### config.mk
export PLATFORM = sky130hd
export DESIGN_NAME = vcd_stim_sequencer
export DESIGN_NICKNAME = d
export VERILOG_FILES = /design/src/rtl/vcd_stim_pkg.sv /design/src/rtl/vcd_pattern_gen.sv /design/src/rtl/vcd_stim_sequencer.sv
export SDC_FILE = /design/constraint.sdc
export NUM_CORES = 1
export LEC_CHECK = 0
export ABC_AREA = 1
export CAP_MARGIN = 20
export CORE_MARGIN = 1
export CORE_UTILIZATION = 40
export CTS_CLUSTER_SIZE = 20
export DETAILED_ROUTE_END_ITERATION = 16
export GPL_TIMING_DRIVEN = 0
export SETUP_SLACK_MARGIN = 0.1
export SLEW_MARGIN = 20
export SYNTH_ARGS = -nofsm -noshare
export SYNTH_HDL_FRONTEND = slang
export SYNTH_SLANG_ARGS = --single-unit
### constraint.sdc
create_clock -name clk -period 2.4 [get_ports clk]
set_clock_uncertainty 0.1 [all_clocks]
set_input_delay 0.48 -clock clk [delete_from_list [all_inputs] [get_ports clk]]
set_output_delay 0.48 -clock clk [all_outputs]
set_load 0.05 [all_outputs]
### src/rtl/vcd_stim_pkg.sv
// rtl/vcd_stim_pkg.sv - shared types and constants for the VCD stimulus sequencer
package vcd_stim_pkg;

   localparam int WIDTH = 64;
   localparam logic [WIDTH-1:0] LFSR_TAPS = 64'hD800_0000_0000_0000;

   typedef enum logic [1:0] {IDLE, DRIVE, DONE} state_t;
   typedef enum logic [1:0] {M_WALK1, M_WALK0, M_LFSR, M_ONES} mode_t;

   // Galois LFSR, shifting right, taps folded in when the outgoing bit is one
   function automatic logic [WIDTH-1:0] lfsr_next(input logic [WIDTH-1:0] v);
      return (v >> 1) ^ (v[0] ? LFSR_TAPS : {WIDTH{1'b0}});
   endfunction

endpackage

### src/rtl/vcd_pattern_gen.sv
// rtl/vcd_pattern_gen.sv - next stimulus vector for the selected mode; owns the LFSR
module vcd_pattern_gen
   import vcd_stim_pkg::*;
#(
   parameter logic [63:0] LFSR_SEED = 64'h0000_0000_0000_0001
) (
   input  logic             clk,
   input  logic             rst,
   input  mode_t            mode,
   input  logic [5:0]       index,
   input  logic             lfsr_step,
   input  logic             lfsr_load,
   output logic [WIDTH-1:0] vec
);

   localparam logic [WIDTH-1:0] SEED_EFF = (LFSR_SEED == 64'h0) ? {WIDTH{1'b1}} : LFSR_SEED;

   logic [WIDTH-1:0] lfsr_q;
   logic [WIDTH-1:0] lfsr_d;
   logic [WIDTH-1:0] one_hot;

   // lfsr_d is the value presented for the vector being loaded this edge
   always_comb begin
      lfsr_d = lfsr_q;
      if (lfsr_load)
         lfsr_d = SEED_EFF;
      else if (lfsr_step)
         lfsr_d = lfsr_next(lfsr_q);
   end

   always_ff @(posedge clk) begin
      if (rst)
         lfsr_q <= SEED_EFF;
      else
         lfsr_q <= lfsr_d;
   end

   assign one_hot = {{(WIDTH-1){1'b0}}, 1'b1} << index;

   always_comb begin
      vec = {WIDTH{1'b1}};
      case (mode)
         M_WALK1: vec = one_hot;
         M_WALK0: vec = ~one_hot;
         M_LFSR:  vec = lfsr_d;
         default: vec = {WIDTH{1'b1}};
      endcase
   end

endmodule

### src/rtl/vcd_stim_sequencer.sv
// rtl/vcd_stim_sequencer.sv - steps pattern vectors onto the detector and accumulates its response
module vcd_stim_sequencer #(
   parameter int          WIDTH     = 64,
   parameter int          HOLD_CYC  = 4,
   parameter int          NUM_VEC   = 256,
   parameter int          CNT_W     = 16,
   parameter logic [63:0] LFSR_SEED = 64'h0000_0000_0000_0001
) (
   input  logic             clk,
   input  logic             rst,
   input  logic             start,
   input  logic [1:0]       mode,
   input  logic             abort,
   input  logic             y_in,
   output logic [WIDTH-1:0] dut_a,
   output logic             busy,
   output logic             done,
   output logic [CNT_W-1:0] vec_idx,
   output logic [CNT_W-1:0] y_ones,
   output logic [CNT_W-1:0] y_toggles
);

   import vcd_stim_pkg::*;

   localparam int HW = (HOLD_CYC > 1) ? $clog2(HOLD_CYC) : 1;
   localparam logic [HW-1:0]    HOLD_LAST = HW'(HOLD_CYC - 1);
   localparam logic [CNT_W-1:0] LAST_WALK = CNT_W'(63);
   localparam logic [CNT_W-1:0] LAST_NV   = CNT_W'(NUM_VEC - 1);

   function automatic logic [CNT_W-1:0] sat_inc(input logic [CNT_W-1:0] v);
      return (&v) ? v : v + 1'b1;
   endfunction

   state_t          state;
   mode_t           mode_q;
   mode_t           mode_sel;
   logic [HW-1:0]   hold;
   logic            samp_valid;
   logic            prev_y;
   logic            accept;
   logic            last_vec;
   logic            lfsr_step;
   logic [5:0]      pat_index;
   logic [WIDTH-1:0] pat_vec;

   assign accept    = (state == IDLE) && start;
   assign last_vec  = vec_idx == ((mode_q inside {M_WALK1, M_WALK0}) ? LAST_WALK : LAST_NV);
   assign lfsr_step = (state == DRIVE) && !abort && (hold == HOLD_LAST) && !last_vec;
   // vector 0 is generated from the mode port directly so it lands on the first DRIVE cycle
   assign mode_sel  = accept ? mode_t'(mode) : mode_q;
   assign pat_index = accept ? 6'd0 : vec_idx[5:0] + 6'd1;

   vcd_pattern_gen #(.LFSR_SEED(LFSR_SEED)) u_pattern_gen (
      .clk       (clk),
      .rst       (rst),
      .mode      (mode_sel),
      .index     (pat_index),
      .lfsr_step (lfsr_step),
      .lfsr_load (accept),
      .vec       (pat_vec)
   );

   always_ff @(posedge clk) begin
      if (rst) begin
         state      <= IDLE;
         mode_q     <= M_WALK1;
         hold       <= '0;
         samp_valid <= 1'b0;
         prev_y     <= 1'b0;
         dut_a      <= '0;
         busy       <= 1'b0;
         done       <= 1'b0;
         vec_idx    <= '0;
         y_ones     <= '0;
         y_toggles  <= '0;
      end else begin
         done <= 1'b0;
         case (state)
            IDLE: begin
               if (start) begin
                  state      <= DRIVE;
                  mode_q     <= mode_t'(mode);
                  busy       <= 1'b1;
                  dut_a      <= pat_vec;
                  hold       <= '0;
                  samp_valid <= 1'b0;
                  vec_idx    <= '0;
                  y_ones     <= '0;
                  y_toggles  <= '0;
               end
            end
            DRIVE: begin
               if (abort) begin
                  state <= IDLE;
                  busy  <= 1'b0;
                  dut_a <= '0;
               end else if (hold == HOLD_LAST) begin
                  hold       <= '0;
                  prev_y     <= y_in;
                  samp_valid <= 1'b1;
                  if (y_in)
                     y_ones <= sat_inc(y_ones);
                  if (samp_valid && (y_in != prev_y))
                     y_toggles <= sat_inc(y_toggles);
                  if (last_vec) begin
                     state <= DONE;
                     done  <= 1'b1;
                     busy  <= 1'b0;
                     dut_a <= '0;
                  end else begin
                     vec_idx <= sat_inc(vec_idx);
                     dut_a   <= pat_vec;
                  end
               end else begin
                  hold <= hold + 1'b1;
               end
            end
            DONE: begin
               state <= IDLE;
            end
            default: begin
               state <= IDLE;
            end
         endcase
      end
   end

endmodule

==> results of run 1 <==
## power breakdown
part           switching, mW  internal (mW)  total, mW
clock network           1.37           1.36       2.73
logic                   1.42          0.555       1.97
registers             0.0774           3.20       3.28
total                   2.86           5.12       7.98
## flip-flops by register name, summed over array words and instances, names as in the netlist
| register | count |
|---|---|
| dut_a | 64 |
| mode_q | 2 |
| samp_valid | 1 |
| busy | 1 |
| state | 2 |
| hold | 2 |
| y_toggles | 16 |
| prev_y | 1 |
| y_ones | 16 |
| vec_idx | 16 |
| done | 1 |
| u_pattern_gen.lfsr_q | 64 |
## synth_stat cells, drive strengths merged, types with 3 or more instances
| cell type | instances | area share |
|---|---|---|
| xnor2 | 5 | 0.0043 |
| nand2 | 488 | 0.18 |
| nor3 | 19 | 0.0093 |
| o21ai | 65 | 0.033 |
| inv | 130 | 0.048 |
| nand3 | 248 | 0.12 |
| a31oi | 3 | 0.0018 |
| clkbuf | 51 | 0.019 |
| buf | 54 | 0.028 |
| nor4 | 3 | 0.0018 |
| xor2 | 5 | 0.0043 |
| nand4 | 63 | 0.039 |
| ha | 4 | 0.0049 |
| dfxtp | 186 | 0.37 |
| a21oi | 107 | 0.053 |
| nor2 | 186 | 0.074 |
## critical path, cell delays in order (launching register included)
cell and delay (ns):
dfxtp_1 0.34, inv_1 0.09, nor2_4 0.21, nand2_2 0.13, nor2_4 0.16, buf_4 0.17, buf_2 0.30, nand3_1 0.21
nand4_1 0.16, nand2_2 0.08, nand2_1 0.12, a21oi_1 0.08
## layout by cell type, fill, tap and decap left out, types with 4 or more instances in the layout
cell type | Yosys | final
inv_2 | 10 | 9
dfxtp_1 | 186 | 180
dlygate4sd2_1 | 0 | 12
buf_2 | 32 | 23
xor2_1 | 5 | 5
clkbuf_4 | 0 | 7
nor2_1 | 170 | 150
inv_1 | 120 | 118
xnor2_1 | 5 | 5
nand3_4 | 0 | 4
nand2_1 | 483 | 471
o21ai_1 | 5 | 10
nand3_1 | 242 | 232
a21oi_1 | 107 | 107
nand2_2 | 5 | 15
clkbuf_2 | 0 | 24
clkbuf_1 | 51 | 31
o21ai_0 | 59 | 51
buf_1 | 13 | 4
buf_4 | 6 | 19
clkbuf_16 | 0 | 17
buf_6 | 3 | 11
nor2_2 | 12 | 15
nor3_1 | 19 | 19
nand3_2 | 6 | 12
buf_12 | 0 | 4
clkdlybuf4s50_1 | 0 | 91
nand4_1 | 63 | 63
clkinvlp_4 | 0 | 4
dlymetal6s2s_1 | 0 | 16
nor2_4 | 4 | 21
## repair_timing
| action | 4_1_cts | 5_1_grt |
|---|---|---|
| pin swaps | 3 | 8 |
| setup endpoints to repair | 149 | 142 |
| gates resized for setup | 61 | 136 |
| buffers inserted | 8 | 11 |
## area by class of cell
class	count	share of cell area
Buffer	105	0.0476
Clock buffer	19	0.0333
Clock inverter	13	0.00905
Inverter	131	0.0384
Multi-Input combinational cell	1208	0.445
Sequential cell	186	0.288
Tap cell	330	0.0318
Timing Repair Buffer	138	0.108
## cell families (layout without fill, tap and decap cells)
kind of cell	after synthesis	in the layout
AOI/OAI and AO/OA	181	181
buffers and inverters	236	406
and+or+nand+nor	1013	1013
xor gates and xnor gates	10	10
DFF	186	186
adders and majority gates	4	4
## worst paths after layout
path	slack, ns	start	endpoint
worst min register to register	0.37	dut_a[14]	dut_a[14]
worst max register to register	0.12	state[0]	dut_a[54]
worst min-delay path	0.37	dut_a[14]	dut_a[14]
worst max-delay path	0.12	state[0]	dut_a[54]
## per-stage QoR
stage / worst slack [ns] / cell area [sq um] / instances
floorplan: 0.142 / 10200 / 1630
CTS: 0.0763 / 12600 / 2119
finish: 0.125 / 13000 / 2130
global route: -0.00449 / 13000 / 2130
detailed placement: -0.670 / 11800 / 2079
global placement: -0.701 / 11800 / 2079
## routing by layer
| layer | vias to the layer above | global-route usage | routed length [um] |
|---|---|---|---|
| li1 | 5655 | - | - |
| met1 | 5224 | 0.403 | 17100 |
| met2 | 435 | 0.439 | 16600 |
| met3 | 40 | 0.0370 | 2750 |
| met4 | 0 | 0.0763 | 570 |
| met5 | - | 0 | 0 |
==> metrics.md, run 1 <==
| Metric | Value |
|---|---|
| Status | `finished clean` |
| Reg2Reg Depth | `11` |
| Clk sinks | `186` |
| Critical path launch point type | `register` |
| Die Y | `162 um` |
| Post-synthesis simple-gate area fraction | `0.434` |
| Avg WL per Cell | `17.3 um` |
| Worst Hold Path Cells | `2` |
| Final worst-path cycle share | `0.948` |
| Die Area | `0.0261 sq mm` |
| Row count | `58` |
| Post-synthesis mux area share | `0` |
| Largest family of logic cells by synthesized area | `simple AND/OR/NAND/NOR gates` |
| Post-Syn Nets | `1641` |
| Element type at the critical path end | `register` |
| P&R area growth vs syn | `27.5%` |
| Total routed wirelength | `37000 um` |
| Post-synthesis compound-gate area fraction | `0.0924` |
| Async set or reset register ratio after synthesis | `0` |
| Largest net degree at the start of global routing | `18` |
| DRC viols | `0` |
| Critical setup path kind | `reg2reg` |
| Cts hold-fix bufs | `0` |
| Num CTS Buffers | `17` |
| RSZ-0062 raised after global routing | `yes` |
| Max-cap violations | `0` |
| Req. time, crit path | `2.60 ns` |
| Post-synthesis sequential area ratio | `0.365` |
| FF+latch area | `0.00374 sq mm` |
| NumNets Final | `1798` |
| Via count | `11400` |
| Overall Global Routing Usage | `0.281` |
| Peak Freq | `439 MHz` |
| Max VDD drop | `0.392 mV` |
| Multi-input gate area | `0.00578 sq mm` |
| H-tree depth | `4` |
| Minimum clock period | `2.28 ns` |
| Final max-slew violation count | `0` |
| Hold crit path type | `reg2reg` |
| Core area | `0.0251 sq mm` |
| Arrival time worst endpoint | `2.48 ns` |
| First-pass GRT wire length | `56800 um` |
| Ports | `121` |
| Die width | `162 um` |
| Vias per std cell | `5.33` |
| Vias in the first global route | `10100` |
| Flops & latches, synth | `186` |
| EDFF count, synth | `0` |
| Unique masters post-synth | `35` |
| DRT iter0 DRCs | `1103` |
| Share of layout cells above drive strength 1 | `0.119` |
| Hold violation count in the final report | `0` |
| Pwr Density | `614 mW/mm^2` |
| Worst skew pair latency | `0.44 ns` |
| Port Buffers | `119` |
| CTS tree | `built` |
| Worst slew pin tran | `0.960 ns` |
| Setup Viol. Count Final | `0` |
| Mean area per synthesized cell | `6.26 sq um` |
| CP max FO | `10` |
| Total of warnings raised by yosys | `0` |
| Netlist Area Pre-Place | `0.0102 sq mm` |
| Clk slew on worst S/H paths | `0.08 ns` |
| Power Total | `7.98 mW` |
| Filler cells | `2654` |
| Initial antenna violation count | `0` |
| Hold Slack | `0.366 ns` |
| Post-Synthesis Cells | `1630` |
| Initial Util | `0.406` |
| GPL Wtd Cong | `0.946` |
| Setup total negative slack | `0 ns` |
| Clock Root Buffer | `clkbuf_16` |
| Final Util | `0.518` |
| Global route overflow | `0` |
| Final HPWL DP | `27700 um` |
| Slew headroom | `0.360` |
| Routed Antenna Nets | `0` |
| Post-synth top flop | `dfxtp_1` |
| Clk buf depth | `2` |
| XOR/XNOR Fraction of Synth Area | `0.00859` |
| TritonRoute pass-1 iters | `5` |
| Leakage | `5.54 nW` |
| # diodes | `0` |
| Post-Synth Adder-Cell Area | `0.00491` |
(Power assumes the default switching activity.)
==> run 2: changes to the inputs <==
- CORE_MARGIN: 1 -> default
- SYNTH_HIERARCHICAL: default -> 1
- TNS_END_PERCENT: default -> 10
==> run 2 against run 1 <==
Against the previous run:
- non-clock buffer count up 30
- critical endpoint is now y_ones[8]
- setup slack worse by 0.097 ns
- largest power group unchanged
- worst hold slack better by 0.0093 ns
==> metrics.md, run 2 <==
| Metric | Value |
|---|---|
| Die Area | `0.0282 sq mm` |
| Worst path top cell family by delay | `buffers and inverters` |
| Worst skew pair latency | `0.44 ns` |
| Core area | `0.0270 sq mm` |
| P&R area growth vs syn | `30.6%` |
| Max-cap violations | `0` |
| Final HPWL DP | `29600 um` |
| Synth top area share | `0.338` |
| Flops & latches, synth | `186` |
| DRC viols | `0` |
| Overall Global Routing Usage | `0.279` |
| NumNets Final | `1923` |
| Element type at the critical path end | `output port` |
| Hold crit path type | `reg2reg` |
| Share of layout cells above drive strength 1 | `0.186` |
| Setup Viol. Count Final | `0` |
| Clock Root Buffer | `clkbuf_16` |
| Final Util | `0.534` |
| Critical path launch point type | `register` |
| Row count | `60` |
| Final max-slew violation count | `0` |
| RSZ-0062 raised after global routing | `yes` |
| Commonest non-fill, non-tap cell in the layout | `nand2_1` |
| Initial Util | `0.408` |
| Global route overflow | `0` |
| Initial antenna violation count | `0` |
| Leakage | `5.64 nW` |
| Synth area leaders | `dfxtp_1 34%, nand2_1 17%, nand3_1 8.8%, nor2_1 6.8%, a21oi_1 4.4%` |
| Unique masters post-synth | `39` |
| Mean area per synthesized cell | `6.31 sq um` |
| Avg WL per Cell | `17.7 um` |
| Clk sinks | `186` |
| Hold Slack | `0.375 ns` |
| Cts hold-fix bufs | `0` |
| Most common cell in the netlist | `nand2_1` |
| CP max FO | `7` |
| CP Buf/Inv Count | `1` |
| Peak Freq | `421 MHz` |
| Largest registers | `dut_a x64, u_pattern_gen/lfsr_q x64` |
| First-pass GRT wire length | `60600 um` |
| Worst slew pin tran | `0.662 ns` |
| Minimum clock period | `2.37 ns` |
| Ports | `121` |
| Via count | `12200` |
| Power Total | `8.69 mW` |
| Status | `finished clean` |
| Largest net degree at the start of global routing | `19` |
| Post-synth top flop | `dfxtp_1` |
| Final worst-path cycle share | `0.989` |
| Pwr Density | `604 mW/mm^2` |
| Port Buffers | `119` |
| Routed Antenna Nets | `0` |
| Arrival time worst endpoint | `1.79 ns` |
| Num CTS Buffers | `17` |
| Worst path max stage delay | `0.86 ns` |
| EDFF count, synth | `0` |
| DRT iter0 DRCs | `1105` |
| Slew headroom | `0.558` |
| Total of warnings raised by yosys | `6` |
| GPL Wtd Cong | `0.961` |
| Synth top cells by count | `504 x nand2_1, 200 x nor2_1, 194 x nand3_1` |
| Post-Syn Nets | `1754` |
| Vias per std cell | `5.37` |
| Critical path, cell by cell | `clkdlybuf4s50_1` |
| Total routed wirelength | `40000 um` |
| Area leader, netlist | `dfxtp_1` |
| Netlist Area Pre-Place | `0.0110 sq mm` |
| # diodes | `0` |
| TritonRoute pass-1 iters | `5` |
| Die Y | `168 um` |
| Hold violation count in the final report | `0` |
| H-tree depth | `4` |
| Clk slew on worst S/H paths | `0.08 ns` |
| CTS tree | `built` |
| Critical setup path kind | `reg2out` |
| CP max-delay cell | `clkdlybuf4s50_1` |
| Max VDD drop | `0.296 mV` |
| Clk buf depth | `2` |
| Die width | `168 um` |
| Post-Synthesis Cells | `1743` |
| Most frequent cells in the layout | `470 x nand2_1, 175 x nor2_1, 170 x dfxtp_1` |
| Filler cells | `2745` |
| Req. time, crit path | `1.82 ns` |
| Vias in the first global route | `10900` |
| Async set or reset register ratio after synthesis | `0` |
| Post-synthesis sequential area ratio | `0.338` |
## run 2: cell count changes after synthesis, sizes merged, moves of 7 or more
| cell | previous run | this run |
|---|---|---|
| buf | 54 | 82 |
| clkbuf | 51 | 41 |
| nand2 | 488 | 514 |
| nand3 | 248 | 200 |
| nand3b | 1 | 18 |
| nor2 | 186 | 219 |
| nor3 | 19 | 12 |
| o21ai | 65 | 118 |
| xor2 | 5 | 14 |
## run 2: cells by family (layout without fill, tap and decap cells)
| family | count (synthesis) | in the layout | synth area share |
|---|---|---|---|
| xor gates and xnor gates | 22 | 22 | 0.0175 |
| buffers and inverters | 259 | 441 | 0.109 |
| adders and majority gates | 4 | 4 | 0.00455 |
| DFF | 186 | 186 | 0.338 |
| and+or+nand+nor | 1039 | 1039 | 0.419 |
| AOI/OAI and AO/OA | 233 | 233 | 0.112 |
## run 2: where the power goes
part | total, mW | internal [mW] | switching (mW)
registers | 3.34 | 3.24 | 0.101
clock network | 2.78 | 1.38 | 1.40
logic | 2.57 | 0.788 | 1.78
total | 8.69 | 5.40 | 3.28
## run 2: area by class of cell
cell class	instances	area (sq um)	share of cell area
multi-input cells	1298	6680	0.465
flip-flops and latches	186	3750	0.261
repair buffers	150	1520	0.106
plain buffers	123	900	0.0626
inverters	136	533	0.0371
clock buffers	18	429	0.0298
well taps	341	427	0.0297
clock inverters	14	133	0.00922
## run 2: routing by layer
metal	global-route usage	up-vias	share of wire
met3	0.0336	72	0.051
met2	0.473	420	0.47
met1	0.348	5681	0.43
li1	-	6005	-
met4	0.139	0	0.047
met5	0	-	0
## run 2: repair_timing
action                                  in CTS  in global routing
pin swaps                                   21                 57
endpoints found under the hold margin        0                  0
cloned                                       2                  4
endpoints found under the setup margin     118                104
resized for setup                          139                132
buffers inserted                            15                 10
## run 2: final timing paths
path                                 start    endpoint  slack (ns)  cells past startpoint
worst max-delay path             y_ones[8]   y_ones[8]        0.03                      1
worst min register to register  samp_valid  samp_valid        0.38                      2
worst min-delay path            samp_valid  samp_valid        0.38                      2
worst max register to register  vec_idx[0]   dut_a[29]        0.04                     16
## run 2: stage by stage
stage          setup TNS (ns)  setup slack (ns)  cell area (sq um)  instances
6_report                    0            0.0274              14400       2266
3_5_place_dp           -67.80             -1.07              12700       2203
3_3_place_gp           -66.84             -1.09              12700       2203
2_1_floorplan               0             0.123              11000       1743
5_1_grt                -0.982           -0.0682              14400       2266
4_1_cts                     0            0.0228              13800       2252
==> run 3: changes to the inputs <==
- SETUP_SLACK_MARGIN: 0.1 -> default
- SLEW_MARGIN: 20 -> 40
==> run 3 against run 2 <==
Against the previous run:
- first-iteration DRC count decreased by 3.8%
- global-route usage rose by 0.53 points
- combinational power down 2%
- final cell count decreased by 0.62%
- critical endpoint is now dut_a[15]
- highest routed layer unchanged
==> metrics.md, run 3 (synthesis results as in run 2) <==
| Metric | Value |
|---|---|
| Status | `finished clean` |
| Hold violation count in the final report | `0` |
| Clock Root Buffer | `clkbuf_16` |
| Internal power | `5.66 mW` |
| P_sw | `3.23 mW` |
| Die Area | `0.0282 sq mm` |
| Arrival time worst endpoint | `2.59 ns` |
| Minimum clock period | `2.37 ns` |
| Global route overflow | `0` |
| Element type at the critical path end | `register` |
| Hold Slack | `0.384 ns` |
| Avg WL per Cell | `17.9 um` |
| Clk buf depth | `2` |
| Hold crit path type | `reg2reg` |
| Leakage | `5.56 nW` |
| Routed Antenna Nets | `0` |
| Max VDD drop | `0.337 mV` |
| # diodes | `0` |
| Clk slew on worst S/H paths | `0.08 ns` |
| TritonRoute pass-1 iters | `6` |
| Power Total | `8.89 mW` |
| Part of the power in combinational logic | `0.284` |
| Final worst-path cycle share | `0.987` |
| Die width | `168 um` |
| H-tree depth | `4` |
| Worst skew pair latency | `0.44 ns` |
| Critical path launch point type | `register` |
| Via count | `12100` |
| P&R area growth vs syn | `27.7%` |
| NumNets Final | `1909` |
| DRT iter0 DRCs | `1063` |
| Peak Freq | `422 MHz` |
| Final HPWL DP | `30100 um` |
| GPL Wtd Cong | `0.963` |
| Sequential share of power | `0.376` |
| DRC viols | `0` |
| CP max-delay cell | `dfxtp_4` |
| Largest net degree at the start of global routing | `18` |
| Critical setup path kind | `reg2reg` |
| CP max FO | `10` |
| Core area | `0.0270 sq mm` |
| Row count | `60` |
| CTS tree | `built` |
| Vias per std cell | `5.36` |
| RSZ-0062 raised after global routing | `yes` |
| Pwr Density | `633 mW/mm^2` |
| Req. time, crit path | `2.62 ns` |
| Die Y | `168 um` |
| Setup total negative slack | `0 ns` |
| Initial Util | `0.408` |
| Clk sinks | `186` |
| Ports | `121` |
| Total routed wirelength | `40400 um` |
| Critical path, cell by cell | `ha_4 > nand3_4 > nor2_4 > nand3_4 > nand2_4 > nor2_4 > buf_6 > buf_2 > o211ai_1 > nand2_1 > nand2_1 > nand3_1 > nand2_1 > a21oi_1` |
| Initial antenna violation count | `0` |
| Setup Viol. Count Final | `0` |
| Worst path max stage delay | `0.39 ns` |
| Largest registers | `dut_a x64, u_pattern_gen/lfsr_q x64` |
| First-pass GRT wire length | `61700 um` |
| Most frequent cells in the layout | `477 x nand2_1, 178 x nor2_1, 178 x nand3_1` |
| Num CTS Buffers | `17` |
| Clock power share | `0.340` |
| Final Util | `0.521` |
| Vias in the first global route | `10900` |
| Place WS | `-1.45 ns` |
| Sw frac | `0.363` |
| Worst path top cell family by delay | `simple AND/OR/NAND/NOR gates` |
| Overall Global Routing Usage | `0.284` |
| Final max-slew violation count | `0` |
| CP Buf/Inv Count | `2` |
| Final worst slack | `0.0305 ns` |
| Port Buffers | `119` |
| Max-cap violations | `0` |
| Slew headroom | `0.546` |
| Worst slew pin tran | `0.681 ns` |
| Share of layout cells above drive strength 1 | `0.163` |
| Filler cells | `2818` |
| CP most frequent cell | `nand2_1` |
| Commonest non-fill, non-tap cell in the layout | `nand2_1` |
## run 3: cell types whose count changed in the layout (fill, tap and decap cells not counted), sizes merged
cell           delta
buf               -9
clkinv            -4
clkbuf            -3
bufinv            +2
clkdlybuf4s50     -2
dlymetal6s2s      +2
## run 3: final timing paths
| path | startpoint | end | slack, ns | cells past startpoint |
|---|---|---|---|---|
| worst min-delay path | hold[1] | hold[1] | 0.38 | 2 |
| worst min register to register | hold[1] | hold[1] | 0.38 | 2 |
| worst max register to register | vec_idx[0] | dut_a[15] | 0.03 | 14 |
| worst max-delay path | vec_idx[0] | dut_a[15] | 0.03 | 14 |
## run 3: worst min-delay path, cell delays in order (launching register included)
cell and delay, ns:
dfxtp_1 0.32, nand2_1 0.06, a21oi_1 0.06
## run 3: final cells by class
cell class                 instances  area (sq um)  share of cell area
clock inverter                    12           150              0.0107
tap                              341           427              0.0304
inverter                         136           531              0.0377
clock buffer                      20           467              0.0332
timing repair buffer             136          1350              0.0962
sequential                       186          3750               0.267
multi-input combinational       1298          6510               0.463
buffer                           123           872              0.0621
## run 3: through the flow
step,instances,area (sq um)
floorplan,1743,11000
detailed placement,2203,12600
CTS,2245,13600
finish,2252,14100
global route,2252,14100
global placement,2203,12600
## run 3: power groups by stage
stage / Sequential [mW] / Combinational [mW] / Clock [mW]
2_1_floorplan: 3.90 / 1.01 / 0
3_3_place_gp: 3.41 / 2.30 / 0
3_5_place_dp: 3.41 / 2.30 / 0
4_1_cts: 3.34 / 2.41 / 3.10
5_1_grt: 3.36 / 2.68 / 3.20
6_report: 3.34 / 2.52 / 3.03
## run 3: routing by layer
layer | track usage | routed length, um | vias up | share of wire
li1 | - | - | 5954 | -
met3 | 0.0322 | 2100 | 81 | 0.052
met1 | 0.354 | 17300 | 5605 | 0.43
met5 | 0 | 0 | - | 0
met4 | 0.128 | 1760 | 0 | 0.043
met2 | 0.491 | 19300 | 434 | 0.48
## run 3: timing repair
action	in CTS	in global routing
cloned	3	2
gates resized for setup	111	118
setup buffers	7	5
endpoints found under the setup margin	70	68
hold buffers	0	0
hold endpoints to repair	0	0
pin swaps	11	14
==> RTL edit (settings of run 1) <==
The parameter `HOLD_CYC` goes from 4 to 16.
--- a/src/rtl/vcd_stim_sequencer.sv
+++ b/src/rtl/vcd_stim_sequencer.sv
@@ -2,5 +2,5 @@
 module vcd_stim_sequencer #(
    parameter int          WIDTH     = 64,
-   parameter int          HOLD_CYC  = 4,
+   parameter int          HOLD_CYC  = 16,
    parameter int          NUM_VEC   = 256,
    parameter int          CNT_W     = 16,
Function: changed (a bounded check fails within 10 cycles, from zero or initial values and one cycle with rst high).
==> RTL edit against run 1 <==
  * Design area is 1.1% higher
  * Routed wire length down 0.94%
  * Synthesized area up 0.70%
  * Setup slack improved by 18 ps
  * Power rose by 1.8%
  * Die area increased by 0.69%
  * Sequential cell count is 2 higher
  * Register-to-register slack better by 95 ps
  * Final cell count down 0.89%
  * Count of clock-buffer cells in the layout is 1 lower
  * Largest power group unchanged
==> RTL edit: results (changes against run 1) <==
metric	value	unit	change
r2r-end	dut_a[54]		unchanged
grt_pass1_wl	57400	µm	was 56800 µm
wl_met1	17700	µm	was 17100 µm
r2r_start	vec_idx[0]		was state[0]
numPortBuffers	120		was 119
antenna_found_initial	0		unchanged
yosysSeqAreaShare	36.7	%	was 36.5%
ys_warn_count	0		unchanged
grt_start_max_net_pins	20		was 18
min_from	samp_valid		was dut_a[14]
reg.largest.list	dut_a: 64 flops, u_pattern_gen.lfsr_q: 64 flops		unchanged
vias_per_cell	5.36		was 5.33
synth-async-reset-ratio	0	%	unchanged
hold_path.class	reg -> reg		unchanged
hold_ws	363	ps	was 366 ps
clock_latency	450	ps	
placed_cell_area	11900	µm²	was 11800 µm²
status	finished, final reports clean		unchanged
dr_wl_met2	15800	µm	was 16600 µm
synth_flop_cell	dfxtp_1		unchanged
crit_path_max_incr_delay	820	ps	was 340 ps
reg2regPathDepth	13		was 11
worstPathMaxFanout	4		was 10
crit_slowest_cell	clkdlybuf4s50_1		was dfxtp_1
nets	1779		was 1798
holdPathStages	2		unchanged
crit_arrival	1680	ps	was 2480 ps
synth_common_cells	480 x nand2_1, 254 x nand3_1, 188 x dfxtp_1		was 483 x nand2_1, 242 x nand3_1, 186 x dfxtp_1
gp_congestion	0.960		was 0.946
clk_pin_slew_worst_paths	80	ps	about the same
wl_per_cell	17.3	µm	about the same
slew_headroom	42.0	%	was 36.0%
clk_path_buf_depth	2		unchanged
synth_cell_types	36		was 35
drt_iter0_drc	890		was 1103
numCtsBuffers	17		unchanged
grt_pass1_vias	10100		about the same
dr_wl_met3	2250	µm	was 2750 µm
grtUsageTotal	28.2	%	was 28.1%
hpwl	27300	µm	was 27700 µm
diodes	0		unchanged
ir_drop	414	µV	was 392 µV
htree_levels	4		unchanged
ys_top_cells_by_area	dfxtp_1 37%, nand2_1 18%, nand3_1 12%		unchanged
crit_family	buffers and inverters		was simple AND/OR/NAND/NOR gates
drive_above_1_share	12.9	%	was 11.9%
whs_endpoint	samp_valid		was dut_a[14]
nFillCells	2631		was 2654
p_leak	0.00547	µW	was 0.00554 µW
finalInstanceArea	13100	µm²	was 13000 µm²
ff2ff_setup_slack	220	ps	was 120 ps
cts.root.buffer_cell	clkbuf_16		unchanged
synth_nets	1626		was 1641
top_layer	met4		unchanged
drt_pre_antenna_iters	5		unchanged
## RTL edit: cell types whose count changed after synthesis, sizes merged, moves of 8 or more
cell | run 1 | this run
clkbuf | 51 | 33
nand4 | 63 | 71
nand3 | 248 | 262
o21ai | 65 | 50
buf | 54 | 70
nor2 | 186 | 164
## RTL edit: per-stage QoR
step	utilization [%]	power, µW	std cells	setup slack, ps
after floorplan	-	4480	1615	129
after global placement	47.2	5080	2065	-589
after detailed placement	47.2	5080	2065	-609
after CTS	50.1	8050	2098	0.756
after global routing	52.2	8440	2111	53.8
final	52.2	8130	2111	142
## RTL edit: final cells by class
type,instances,area [µm²],share of cell area (%)
Inverter,133,513,3.90
Multi-Input combinational cell,1191,5860,44.6
Tap cell,330,413,3.14
Clock buffer,18,439,3.34
Timing Repair Buffer,134,1350,10.2
Sequential cell,188,3780,28.7
Buffer,103,627,4.77
Clock inverter,14,173,1.31
## RTL edit: worst max path at each step
| stage | from | endpoint | depth (start not counted) |
|---|---|---|---|
| detailed placement | abort | dut_a[50] | 11 |
| CTS | start | dut_a[6] | 9 |
| floorplan | vec_idx[0] | vec_idx[10] | 10 |
| global route | vec_idx[0] | dut_a[54] | 14 |
| global placement | abort | dut_a[50] | 11 |
| finish | y_ones[10] | y_ones[10] | 1 |
## RTL edit: cell families after synthesis
family          Yosys count  share of synthesized area (%)
compound gates          171                           8.81
xor+xnor                 11                          0.938
fa+ha+maj                 4                          0.487
buf+inv                 236                           9.71
flops                   188                           36.7
simple gates           1005                           43.4
## RTL edit: routing by layer
metal | vias up | global-route usage, %
met5 | - | 0
met4 | 0 | 9.01
met3 | 48 | 4.85
met2 | 351 | 42.6
met1 | 5300 | 40.4
li1 | 5608 | -
## RTL edit: repair_timing
action	in CTS	in global routing
setup endpoints to repair	125	111
endpoints found under the hold margin	0	0
gates resized for setup	74	138
pin swaps	1	11
buffers inserted	1	13
gates cloned	0	0
## RTL edit: power by group
group,leakage (µW),internal [µW],switching (µW)
Clock,0.000296,1520,1450
Combinational,0.00364,527,1330
Sequential,0.00153,3230,70.7
Total,0.00547,5280,2850
